--- src/rtl/pgr_uart_tx_arb_32bit.sv ---
// Two-requester round-robin UART transmitter: 8N1 frames timed by an oversampled clk_en.
// Optional even-parity bit compiled in with UART_TX_PARITY_EN.
module pgr_uart_tx_arb_32bit #(
    parameter int OVERSAMPLE = 6
) (
    input  logic       clk,
    input  logic       rst,
    input  logic       clk_en,
    input  logic       req0,
    input  logic [7:0] data0,
    output logic       ack0,
    input  logic       req1,
    input  logic [7:0] data1,
    output logic       ack1,
    output logic       txd,
    output logic       busy
);

    localparam logic [3:0] TICK_MAX = 4'(OVERSAMPLE - 1);

`ifdef UART_TX_PARITY_EN
    typedef enum logic [2:0] {
        ST_IDLE   = 3'd0,
        ST_START  = 3'd1,
        ST_DATA   = 3'd2,
        ST_PARITY = 3'd3,
        ST_STOP   = 3'd4
    } state_t;

    function automatic logic even_parity_f(input logic [7:0] b);
        return ^b;
    endfunction
`else
    typedef enum logic [2:0] {
        ST_IDLE  = 3'd0,
        ST_START = 3'd1,
        ST_DATA  = 3'd2,
        ST_STOP  = 3'd4
    } state_t;
`endif

    state_t      state_r, state_nx_s;
    logic [3:0]  tick_cnt_r, tick_nx_s;
    logic [2:0]  bit_cnt_r, bit_nx_s;
    logic [7:0]  shift_r, shift_nx_s;
    logic        ptr_r, ptr_nx_s;
    logic        txd_r, txd_nx_s;
    logic        ack0_r, ack0_nx_s;
    logic        ack1_r, ack1_nx_s;
    logic        busy_r;
    logic        bit_end_s;
    logic        win1_s;
`ifdef UART_TX_PARITY_EN
    logic [7:0]  byte_r, byte_nx_s;
`endif

    assign bit_end_s = clk_en && (tick_cnt_r == TICK_MAX);

    // Next-state, arbitration, counters and next output values.
    always_comb begin
        state_nx_s = state_r;
        tick_nx_s  = tick_cnt_r;
        bit_nx_s   = bit_cnt_r;
        shift_nx_s = shift_r;
        ptr_nx_s   = ptr_r;
        ack0_nx_s  = 1'b0;
        ack1_nx_s  = 1'b0;
        win1_s     = 1'b0;
        txd_nx_s   = 1'b1;
`ifdef UART_TX_PARITY_EN
        byte_nx_s  = byte_r;
`endif

        if (clk_en && (state_r != ST_IDLE)) begin
            tick_nx_s = bit_end_s ? 4'd0 : (tick_cnt_r + 4'd1);
        end else begin
            tick_nx_s = tick_cnt_r;
        end

        case (state_r)
            ST_IDLE: begin
                if (clk_en && (req0 || req1)) begin
                    // ptr_r == 1 means requester 1 has priority on a tie.
                    win1_s     = req1 && (!req0 || ptr_r);
                    ack0_nx_s  = !win1_s;
                    ack1_nx_s  = win1_s;
                    shift_nx_s = win1_s ? data1 : data0;
`ifdef UART_TX_PARITY_EN
                    byte_nx_s  = win1_s ? data1 : data0;
`endif
                    ptr_nx_s   = !win1_s;
                    tick_nx_s  = 4'd0;
                    bit_nx_s   = 3'd0;
                    state_nx_s = ST_START;
                end else begin
                    state_nx_s = ST_IDLE;
                end
            end
            ST_START: begin
                if (bit_end_s) begin
                    bit_nx_s   = 3'd0;
                    state_nx_s = ST_DATA;
                end else begin
                    state_nx_s = ST_START;
                end
            end
            ST_DATA: begin
                if (bit_end_s) begin
                    shift_nx_s = {1'b0, shift_r[7:1]};
                    if (bit_cnt_r == 3'd7) begin
                        bit_nx_s = 3'd0;
`ifdef UART_TX_PARITY_EN
                        state_nx_s = ST_PARITY;
`else
                        state_nx_s = ST_STOP;
`endif
                    end else begin
                        bit_nx_s = bit_cnt_r + 3'd1;
                    end
                end else begin
                    state_nx_s = ST_DATA;
                end
            end
`ifdef UART_TX_PARITY_EN
            ST_PARITY: begin
                if (bit_end_s) begin
                    state_nx_s = ST_STOP;
                end else begin
                    state_nx_s = ST_PARITY;
                end
            end
`endif
            ST_STOP: begin
                if (bit_end_s) begin
                    state_nx_s = ST_IDLE;
                end else begin
                    state_nx_s = ST_STOP;
                end
            end
            default: begin
                state_nx_s = ST_IDLE;
                tick_nx_s  = 4'd0;
                bit_nx_s   = 3'd0;
            end
        endcase

        // txd is registered from the next state so it changes on the same edge as the state.
        case (state_nx_s)
            ST_IDLE:   txd_nx_s = 1'b1;
            ST_START:  txd_nx_s = 1'b0;
            ST_DATA:   txd_nx_s = shift_nx_s[0];
`ifdef UART_TX_PARITY_EN
            ST_PARITY: txd_nx_s = even_parity_f(byte_nx_s);
`endif
            ST_STOP:   txd_nx_s = 1'b1;
            default:   txd_nx_s = 1'b1;
        endcase
    end

    // State, counters, shift register and registered outputs.
    always_ff @(posedge clk) begin
        if (rst) begin
            state_r    <= ST_IDLE;
            tick_cnt_r <= 4'd0;
            bit_cnt_r  <= 3'd0;
            shift_r    <= 8'd0;
            ptr_r      <= 1'b0;
            txd_r      <= 1'b1;
            ack0_r     <= 1'b0;
            ack1_r     <= 1'b0;
            busy_r     <= 1'b0;
`ifdef UART_TX_PARITY_EN
            byte_r     <= 8'd0;
`endif
        end else begin
            state_r    <= state_nx_s;
            tick_cnt_r <= tick_nx_s;
            bit_cnt_r  <= bit_nx_s;
            shift_r    <= shift_nx_s;
            ptr_r      <= ptr_nx_s;
            txd_r      <= txd_nx_s;
            ack0_r     <= ack0_nx_s;
            ack1_r     <= ack1_nx_s;
            busy_r     <= (state_nx_s != ST_IDLE);
`ifdef UART_TX_PARITY_EN
            byte_r     <= byte_nx_s;
`endif
        end
    end

    assign txd  = txd_r;
    assign ack0 = ack0_r;
    assign ack1 = ack1_r;
    assign busy = busy_r;

endmodule

--- config.mk ---
export PLATFORM = sky130hd
export DESIGN_NAME = pgr_uart_tx_arb_32bit
export DESIGN_NICKNAME = d
export VERILOG_FILES = /design/src/rtl/pgr_uart_tx_arb_32bit.sv
export SDC_FILE = /design/constraint.sdc
export NUM_CORES = 1
export LEC_CHECK = 0
export CAP_MARGIN = 5
export CORE_MARGIN = 4
export CORE_UTILIZATION = 50
export DETAILED_ROUTE_END_ITERATION = 12
export PLACE_DENSITY = 0.78
export RECOVER_POWER = 25
export SLEW_MARGIN = 20
export SYNTH_ARGS = -nofsm -noshare
export SYNTH_HDL_FRONTEND = slang
export SYNTH_SLANG_ARGS = --single-unit
--- constraint.sdc ---
create_clock -name clk -period 2.1 [get_ports clk]
set_input_delay 0.525 -clock clk [delete_from_list [all_inputs] [get_ports clk]]
set_output_delay 0.525 -clock clk [all_outputs]
set_load 0.1 [all_outputs]
# After elaboration in Yosys (flattened, before gate mapping)

Cells that the tools add are included.

Output and inout port bits: 4
Bits of input ports: 21
Logic and storage cells: 62
Bits in registers: 23

Reductions and logical operators: 17
Bitwise operators: 3
Add/subtract/negate cells: 2
Equality and inequality tests: 10
Mux-type cells: 20

Operators by type and width:

| cell                                                                  | number |
|---|---|
| 8-bit 2-to-1 mux                                                      | 3 |
| 3-bit case mux with 4 select lines                                    | 2 |
| 3-bit 2-to-1 mux                                                      | 7 |
| 8-bit case mux with 2 select lines                                    | 1 |
| 4-bit 2-to-1 mux                                                      | 3 |
| 4-bit case mux with 2 select lines                                    | 1 |
| 3-bit by 1-bit equality test with 1-bit output, second input constant | 2 |
| 3-bit by 2-bit equality test with 1-bit output, second input constant | 2 |
| 3-bit equality test, second input constant                            | 2 |
| 2-bit != test, second input constant                                  | 3 |
| 3-bit nonzero test                                                    | 2 |
| 3-bit OR reduction                                                    | 2 |
| 4-bit by 1-bit adder with 4-bit output, second input constant         | 1 |
| 4-bit by 3-bit equality test with 1-bit output, second input constant | 1 |
| 1-bit logical AND                                                     | 4 |
| 4-bit AND reduction                                                   | 1 |
| 3-bit by 1-bit adder with 3-bit output, second input constant         | 1 |
| 3-bit logical NOT                                                     | 1 |
| 1-bit inverter                                                        | 3 |
| 3-bit AND reduction                                                   | 1 |
| 1-bit logical NOT                                                     | 2 |
| 1-bit logical OR                                                      | 2 |
| 2-bit 2-to-1 mux                                                      | 1 |
| 1-bit case mux with 2 select lines                                    | 1 |
| 3 further kinds                                                       | 3 |

# Depth between registers and ports, before layout

Gate-level depths: netlist of run 1.

Depth in word-level cells: 7
Gate-level depth with buffers: 7
Depth with buffers taken out: 6

# Worst setup path before layout of run 1

OpenSTA, ideal clock, no wires.

Kind: reg2reg
Start: register tick_cnt_r[1]
End: register tick_cnt_r[3]
Path slack: 0.562 ns
Period minus slack after synthesis: 1.538 ns
Data required time: 2.030 ns
Buffers on the path: 1
Stages on the path, launching flop included: 7
Setup time: 0.070 ns
Arrival time: 1.468 ns
Cells stage by stage: dfxtp_1 inv_1 ha_1 and4b_4 buf_6 or4_1 a21oi_1

Longest elaborated chain between the ends: 6
Elaborated cells on any way between the ends: 7
Those cells by class: add/sub: 1; eq/ne: 1; mux: 4; reduce/logical: 1

RTL lines:

| item                                                                                           | RTL line | RTL |
|---|---|---|
| start, declared                                                                                | 43       | `logic [3:0] tick_cnt_r, tick_nx_s;` |
| start signal, assigned                                                                         | 177      | `tick_cnt_r <= tick_nx_s;` |
| parallel branches: the longest is 2 deep, another holds 4-bit by 1-bit adder with 4-bit output | n/a      |  |
| 4-bit 2-to-1 mux *                                                                             | 75       | `tick_nx_s = bit_end_s ? 4'd0 : (tick_cnt_r + 4'd1);` |
| 4-bit 2-to-1 mux *                                                                             | 74       | `if (clk_en && (state_r != ST_IDLE)) begin` |
| 4-bit 2-to-1 mux                                                                               | 82       | `if (clk_en && (req0 \|\| req1)) begin` |
| 4-bit case mux with 2 select lines *                                                           | 80       | `case (state_r)` |

Mark *: on every way between the ends.
A chain may end at the register's enable or synchronous reset.

# Final worst setup path of run 1

Start: register state_r[1]
End: register shift_r[0]

Longest elaborated chain between the ends: 2
Elaborated cells on any way between the ends: 3
Those cells by class: eq/ne: 1; mux: 1; reduce/logical: 1

RTL lines:

| item                                                                                       | RTL line | RTL |
|---|---|---|
| start, declared                                                                            | 42       | `state_t state_r, state_nx_s;` |
| start signal, assigned                                                                     | 176      | `state_r <= state_nx_s;` |
| 3-bit by 2-bit equality test with 1-bit output / 3-bit logical NOT (equally long branches) | 80       |  |
| 8-bit case mux with 2 select lines *                                                       | 80       |  |
| end signal, assigned                                                                       | 179      | `shift_r <= shift_nx_s;` |
| end, declared                                                                              | 45       | `logic [7:0] shift_r, shift_nx_s;` |

Every way passes the cells marked *; elsewhere a longest branch is shown, timed or not.

==> impl_results.md, run 1 <==
- Share of cells above drive strength 1: 10.5%
- Syn nets: 176
- ANT nets after route: 0
- # resized after CTS: 0
- Worst Tran Pin Value: 0.586 ns
- Worst-path clk slew: 0.13 ns
- Hold path cells: 2
- Total grt overflow: 0
- DP Worst Slack: 0.0547 ns
- IO buf count: 24
- CP required: 2.35 ns
- DR vias: 1142
- Post-synthesis cell type count: 36
- Setup bufs post-CTS: 0
- Crit Path Max Fanout: 13
- Final Setup Violations: 0
- Fmax: 0.565 GHz
- Die ar.: 3320 µm²
- Post-layout power: 835 µW
- Largest area contributor in the netlist: dfxtp_1
- Core area: 2280 µm²
- Worst hold path endpoint: ptr_r
- Yosys reg bits: 23
- Post-synth EDFFs: 0
- Final GP Congestion: 0.815
- R2r setup slk: 0.33 ns
- Critical path type: flop to flop
- Reg2reg start: state_r[1]
- Worst setup EP type: flop
- Vias per cell: 5.71
- Minimum clock period: 1.77 ns
- Clock Skew: 0.00526 ns
- Root Driver: clkbuf_4
- Diode count: 0
- Final Slew Violations: 0
- Static Leak: 0.547 nW
- Period utilization: 84.2%
- Synthesized instance count: 151
- Largest net degree at the start of global routing: 18
- Syn-to-layout area delta: 20.4%
- Layout Cells excl Fill: 200
- Total track usage: 16.2%
- Primary FF master, synth: dfxtp_1
- CTS sink cnt: 23
- DRT Pass-1 Iters: 4
- Post-synthesis sequential area ratio: 37.4%
- PnR worst setup slack: 0.331 ns
- Cell area after layout: 1480 µm²
- Power per cell area: 563 nW/µm²
- Drt wl/cell: 12.8 µm
- Slew headroom: 60.6%
- Placed cell areas: 1470 µm²
- Placed cells: 196
- Hold Buf Count CTS: 0
- Final hold violations: 0
- Asr flop ratio synth: 0%
- Core Util, Final: 65.2%
- Register Area: 460 µm²
- Min-Delay Startpoint: ptr_r
- Multi-input combinational cell area: 711 µm²
- RR Endpoint: shift_r[0]
- # DRC: 0
- Io pins: 25
- Fin Setup TNS: 0 ns
- Peak VDD IR: 0.386 mV
- Latest clock arrival within the worst-skew pair: 0.31 ns
- Syn Std Cell Area: 1230 µm²
- Area contributors post-synth: dfxtp_1 37%, o21ai_0 6.9%, nand2_1 6.1%, a21oi_1 5.3%, a21boi_0 4.9%
- Die width: 57.6 µm
- Initial antenna violation count: 0
- RSZ-0062 raised after global routing: no
- CTS tree: yes
- Fill cells: 211
- Hold Path Class: flop to flop
- Die Y: 57.6 µm
- Hold Slack: 0.462 ns
- Final WL: 2560 µm
- DRT iter0 DRCs: 25
- Initial Utilization: 54.2%
- Vias in the first global route: 1044
- R2R cell count: 4
- Num rows: 17
- Global-route wire length before repair: 4430 µm
- Most numerous cell in the Yosys netlist: dfxtp_1
- Critical Path AT: 2.01 ns
- Yosys top cell area share: 37.4%
- Max_cap viols: 0
- Commonest cells post-synth: 23 x dfxtp_1, 20 x nand2_1, 17 x o21ai_0
- Hpwl dp: 1990 µm
- Outcome: completed
- Startpoint Class: flop
- H-tree depth: 1
- CTS Buf Count: 3
- Syn. warnings: 0
- NumNets Final: 198
- Clk buf depth: 2
- Average cell area after synthesis: 8.16 µm²
==> cell usage in the layout, fill, tap and decap left out, types with 2 or more instances in the layout <==
| cell | instances |
|---|---|
| dfxtp_1 | 23 |
| nand2_1 | 20 |
| clkdlybuf4s50_1 | 19 |
| o21ai_0 | 17 |
| a21oi_1 | 13 |
| and3_1 | 8 |
| a21boi_0 | 8 |
| a31oi_1 | 8 |
| nor2_1 | 5 |
| nor3_1 | 4 |
| ha_1 | 4 |
| clkbuf_2 | 4 |
| o21a_1 | 3 |
| nand4_1 | 3 |
| nand2b_1 | 3 |
| clkbuf_4 | 3 |
| buf_4 | 3 |
| inv_1 | 2 |
| nand3_1 | 2 |
| or3_1 | 2 |
| nor3b_1 | 2 |
==> logic make-up (layout without fill, tap and decap cells) <==
logic type               Yosys count  after routing  share of synthesized area (%)
AO/OA/AOI/OAI                     52             52                           25.6
XOR/XNOR                           1              1                          0.711
adder cells (fa/ha/maj)            4              4                           4.06
buffers and inverters             12             33                           4.97
flip-flops                        23             23                           37.4
multiplexers                       1              1                          0.914
AND/OR/NAND/NOR                   58             58                           26.4
==> registers in the layout, indices dropped and copies added (netlist names) <==
register / cells
state_r: 3
txd: 1
ack1: 1
bit_cnt_r: 3
ptr_r: 1
busy: 1
shift_r: 8
tick_cnt_r: 4
ack0: 1
==> metal layers <==
layer / part of all wire [%] / vias up / routed length (µm) / track usage (%)
li1: - / 592 / - / -
met3: 4.3 / 5 / 111 / 1.11
met4: 1.9 / 0 / 48 / 7.95
met1: 49 / 520 / 1250 / 21.1
met2: 45 / 25 / 1160 / 27.1
met5: 0 / - / 0 / 0
==> how the worst max path moves through the flow <==
stage	start	end	slack [ns]	depth (start not counted)
2_1_floorplan	tick_cnt_r[1]	tick_cnt_r[3]	0.56	6
3_3_place_gp	clk_en	bit_cnt_r[1]	0.12	6
3_5_place_dp	clk_en	shift_r[0]	0.05	5
4_1_cts	state_r[1]	shift_r[0]	0.36	4
5_1_grt	req0	bit_cnt_r[2]	0.19	5
6_report	state_r[1]	shift_r[0]	0.33	4
==> power breakdown <==
group          internal, mW  leakage (nW)  switching, mW
sequential            0.454         0.188         0.0118
combinational        0.0721         0.342         0.0945
clock                0.0712        0.0177          0.131
total                 0.597         0.547          0.238
==> critical path, cell delays in order (launching register included) <==
cell and delay [ns]:
dfxtp_1 0.62, nor3b_2 0.44, and2_0 0.37, nand2_1 0.12, a31oi_1 0.15
==> area by class of cell <==
type / count / area share, %
Clock inverter: 1 / 0.337
Clock buffer: 3 / 1.52
Sequential cell: 23 / 31.0
Inverter: 2 / 0.506
Timing Repair Buffer: 27 / 16.4
Tap cell: 28 / 2.36
Multi-Input combinational cell: 116 / 47.9
Note: power is estimated with default switching activity, not from simulation.
==> inputs of run 2 (changes only) <==
==> constraint.sdc (replaced) <==
create_clock -name clk -period 1.7 [get_ports clk]
set_input_delay 0.425 -clock clk [delete_from_list [all_inputs] [get_ports clk]]
set_output_delay 0.425 -clock clk [all_outputs]
set_load 0.1 [all_outputs]
==> impl_results.md, run 2 (synthesis results as in run 1) <==
- Placed cell areas: 1560 µm² (was 1470 µm²)
- Peak VDD IR: 0.535 mV (was 0.386 mV)
- H-tree depth: 1 (unchanged)
- Busiest grt layer: met2 (unchanged)
- Most flop-heavy register: shift_r (unchanged)
- Num rows: 17 (unchanged)
- Crit Path Max Fanout: 12 (was 13)
- ANT nets after route: 0 (unchanged)
- Worst-path clk slew: 0.13 ns (about the same)
- Diode count: 0 (unchanged)
- Post-layout power: 1.05 mW (was 835 µW)
- # resized after CTS: 0 (unchanged)
- Initial antenna violation count: 0 (unchanged)
- CTS sink cnt: 23 (unchanged)
- Power per cell area: 680 nW/µm² (was 563 nW/µm²)
- Startpoint Class: primary input (was flop)
- CTS tree: yes (unchanged)
- Most frequent cells in the layout: 23 x dfxtp_1, 20 x nand2_1, 20 x clkdlybuf4s50_1 (was 23 x dfxtp_1, 20 x nand2_1, 19 x clkdlybuf4s50_1)
- Minimum clock period: 1.66 ns
- Most common cell after layout, fill and taps aside: dfxtp_1 (unchanged)
- Setup bufs post-CTS: 0 (unchanged)
- NumNets Final: 204 (was 198)
- R2r setup slk: 0.08 ns (was 0.33 ns)
- Io pins: 25 (unchanged)
- Period utilization: 97.6%
- Slew headroom: 63.8% (was 60.6%)
- Root Driver: clkbuf_4 (unchanged)
- Syn-to-layout area delta: 25.2% (was 20.4%)
- CP required: 1.97 ns (was 2.35 ns)
- Final WL: 2730 µm (was 2560 µm)
- Worst setup EP type: flop (unchanged)
- Layout Cells excl Fill: 206 (was 200)
- DRT Pass-1 Iters: 4 (unchanged)
- DR vias: 1179 (was 1142)
- Largest net degree at the start of global routing: 18 (unchanged)
- Initial Utilization: 54.2% (unchanged)
- Crit path capture: busy (was shift_r[0])
- Die Y: 57.6 µm (unchanged)
- Final hold violations: 0 (unchanged)
- Placed cells: 202 (was 196)
- Hpwl dp: 2090 µm (was 1990 µm)
- Latest clock arrival within the worst-skew pair: 0.31 ns (about the same)
- Final GP Congestion: 0.834 (was 0.815)
- Die ar.: 3320 µm² (unchanged)
- Worst Tran Pin Value: 0.545 ns (was 0.586 ns)
- Clock Skew: 0.0157 ns (was 0.00526 ns)
- Fmax: 0.603 GHz
- Die width: 57.6 µm (unchanged)
- Static Leak: 0.583 nW (was 0.547 nW)
- Reg2reg start: tick_cnt_r[1] (was state_r[1])
- Fin Setup TNS: 0 ns (unchanged)
- Clk buf depth: 2 (unchanged)
- Hold Slack: 0.462 ns (about the same)
- IO buf count: 24 (unchanged)
- GR Layer Usage met2: 28.7% (was 27.1%)
- GR Util met3: 1.56% (was 1.11%)
- RSZ-0062 raised after global routing: no (unchanged)
- Worst Setup SP: clk_en (was state_r[1])
- Core area: 2280 µm² (unchanged)
- Final Setup Violations: 0 (unchanged)
- Critical path type: primary input to flop (was flop to flop)
- Drt wl/cell: 13.2 µm (was 12.8 µm)
- Global-route wire length before repair: 4490 µm (was 4430 µm)
- Final Slew Violations: 0 (unchanged)
- RR Endpoint: busy (was shift_r[0])
- Vias per cell: 5.72 (was 5.71)
- # DRC: 0 (unchanged)
- Outcome: completed (unchanged)
- Hold Path Class: flop to flop (unchanged)
- Critical Path AT: 1.93 ns (was 2.01 ns)
- Total track usage: 16.8% (was 16.2%)
- Cell area after layout: 1540 µm² (was 1480 µm²)
- DRT iter0 DRCs: 39 (was 25)
- Vias in the first global route: 1078 (was 1044)
- Largest regs: shift_r x8, tick_cnt_r x4 (unchanged)
- Share of cells above drive strength 1: 14.6% (was 10.5%)
- Hold Buf Count CTS: 0 (unchanged)
- Min-Delay Startpoint: shift_r[3] (was ptr_r)
- CTS Buf Count: 3 (unchanged)
- Met1 Use GR: 21.8% (was 21.1%)
- Max reg flops: 8 (unchanged)
- Max_cap viols: 0 (unchanged)
- R2R cell count: 6 (was 4)
- Total grt overflow: 0 (unchanged)
-- run 2: where the power goes --
part / switching (mW) / total, mW / internal (mW)
Sequential: 0.0153 / 0.576 / 0.561
Combinational: 0.121 / 0.219 / 0.0981
Clock: 0.162 / 0.253 / 0.0914
Total: 0.298 / 1.05 / 0.751
-- run 2: metrics by stage --
step	utilization, %	setup WS, ns
after floorplan	-	0.162
after global placement	68.6	-0.219
after detailed placement	68.6	-0.280
after CTS	69.8	0.0501
after global routing	67.8	0.00376
final	67.8	0.0407
-- run 2: layer usage --
layer / routed length (µm) / up-vias
met3: 128 / 2
li1: - / 601
met5: 0 / -
met4: 27 / 0
met1: 1290 / 536
met2: 1280 / 40
-- run 2: worst min-delay path by stage --
stage | to | slack (ns) | depth (start not counted)
finish | shift_r[2] | 0.46 | 2
global route | ptr_r | 0.50 | 2
CTS | shift_r[2] | 0.46 | 2
detailed placement | ptr_r | 0.45 | 2
global placement | ptr_r | 0.44 | 2
floorplan | ptr_r | 0.43 | 2
-- run 2: layout make-up --
| cell class | instances | area (µm²) |
|---|---|---|
| fill | 190 | 733 |
| multi-input combinational | 116 | 726 |
| sequential | 23 | 460 |
| timing repair buffer | 33 | 288 |
| tap | 28 | 35.0 |
| clock buffer | 4 | 26.3 |
| inverter | 2 | 7.51 |
-- run 2: worst max-delay path, cell delays in order --
cell and delay (ns):
clkdlybuf4s50_1 0.50, and4b_4 0.31, or3b_1 0.38, a211oi_2 0.19, nand2b_1 0.13
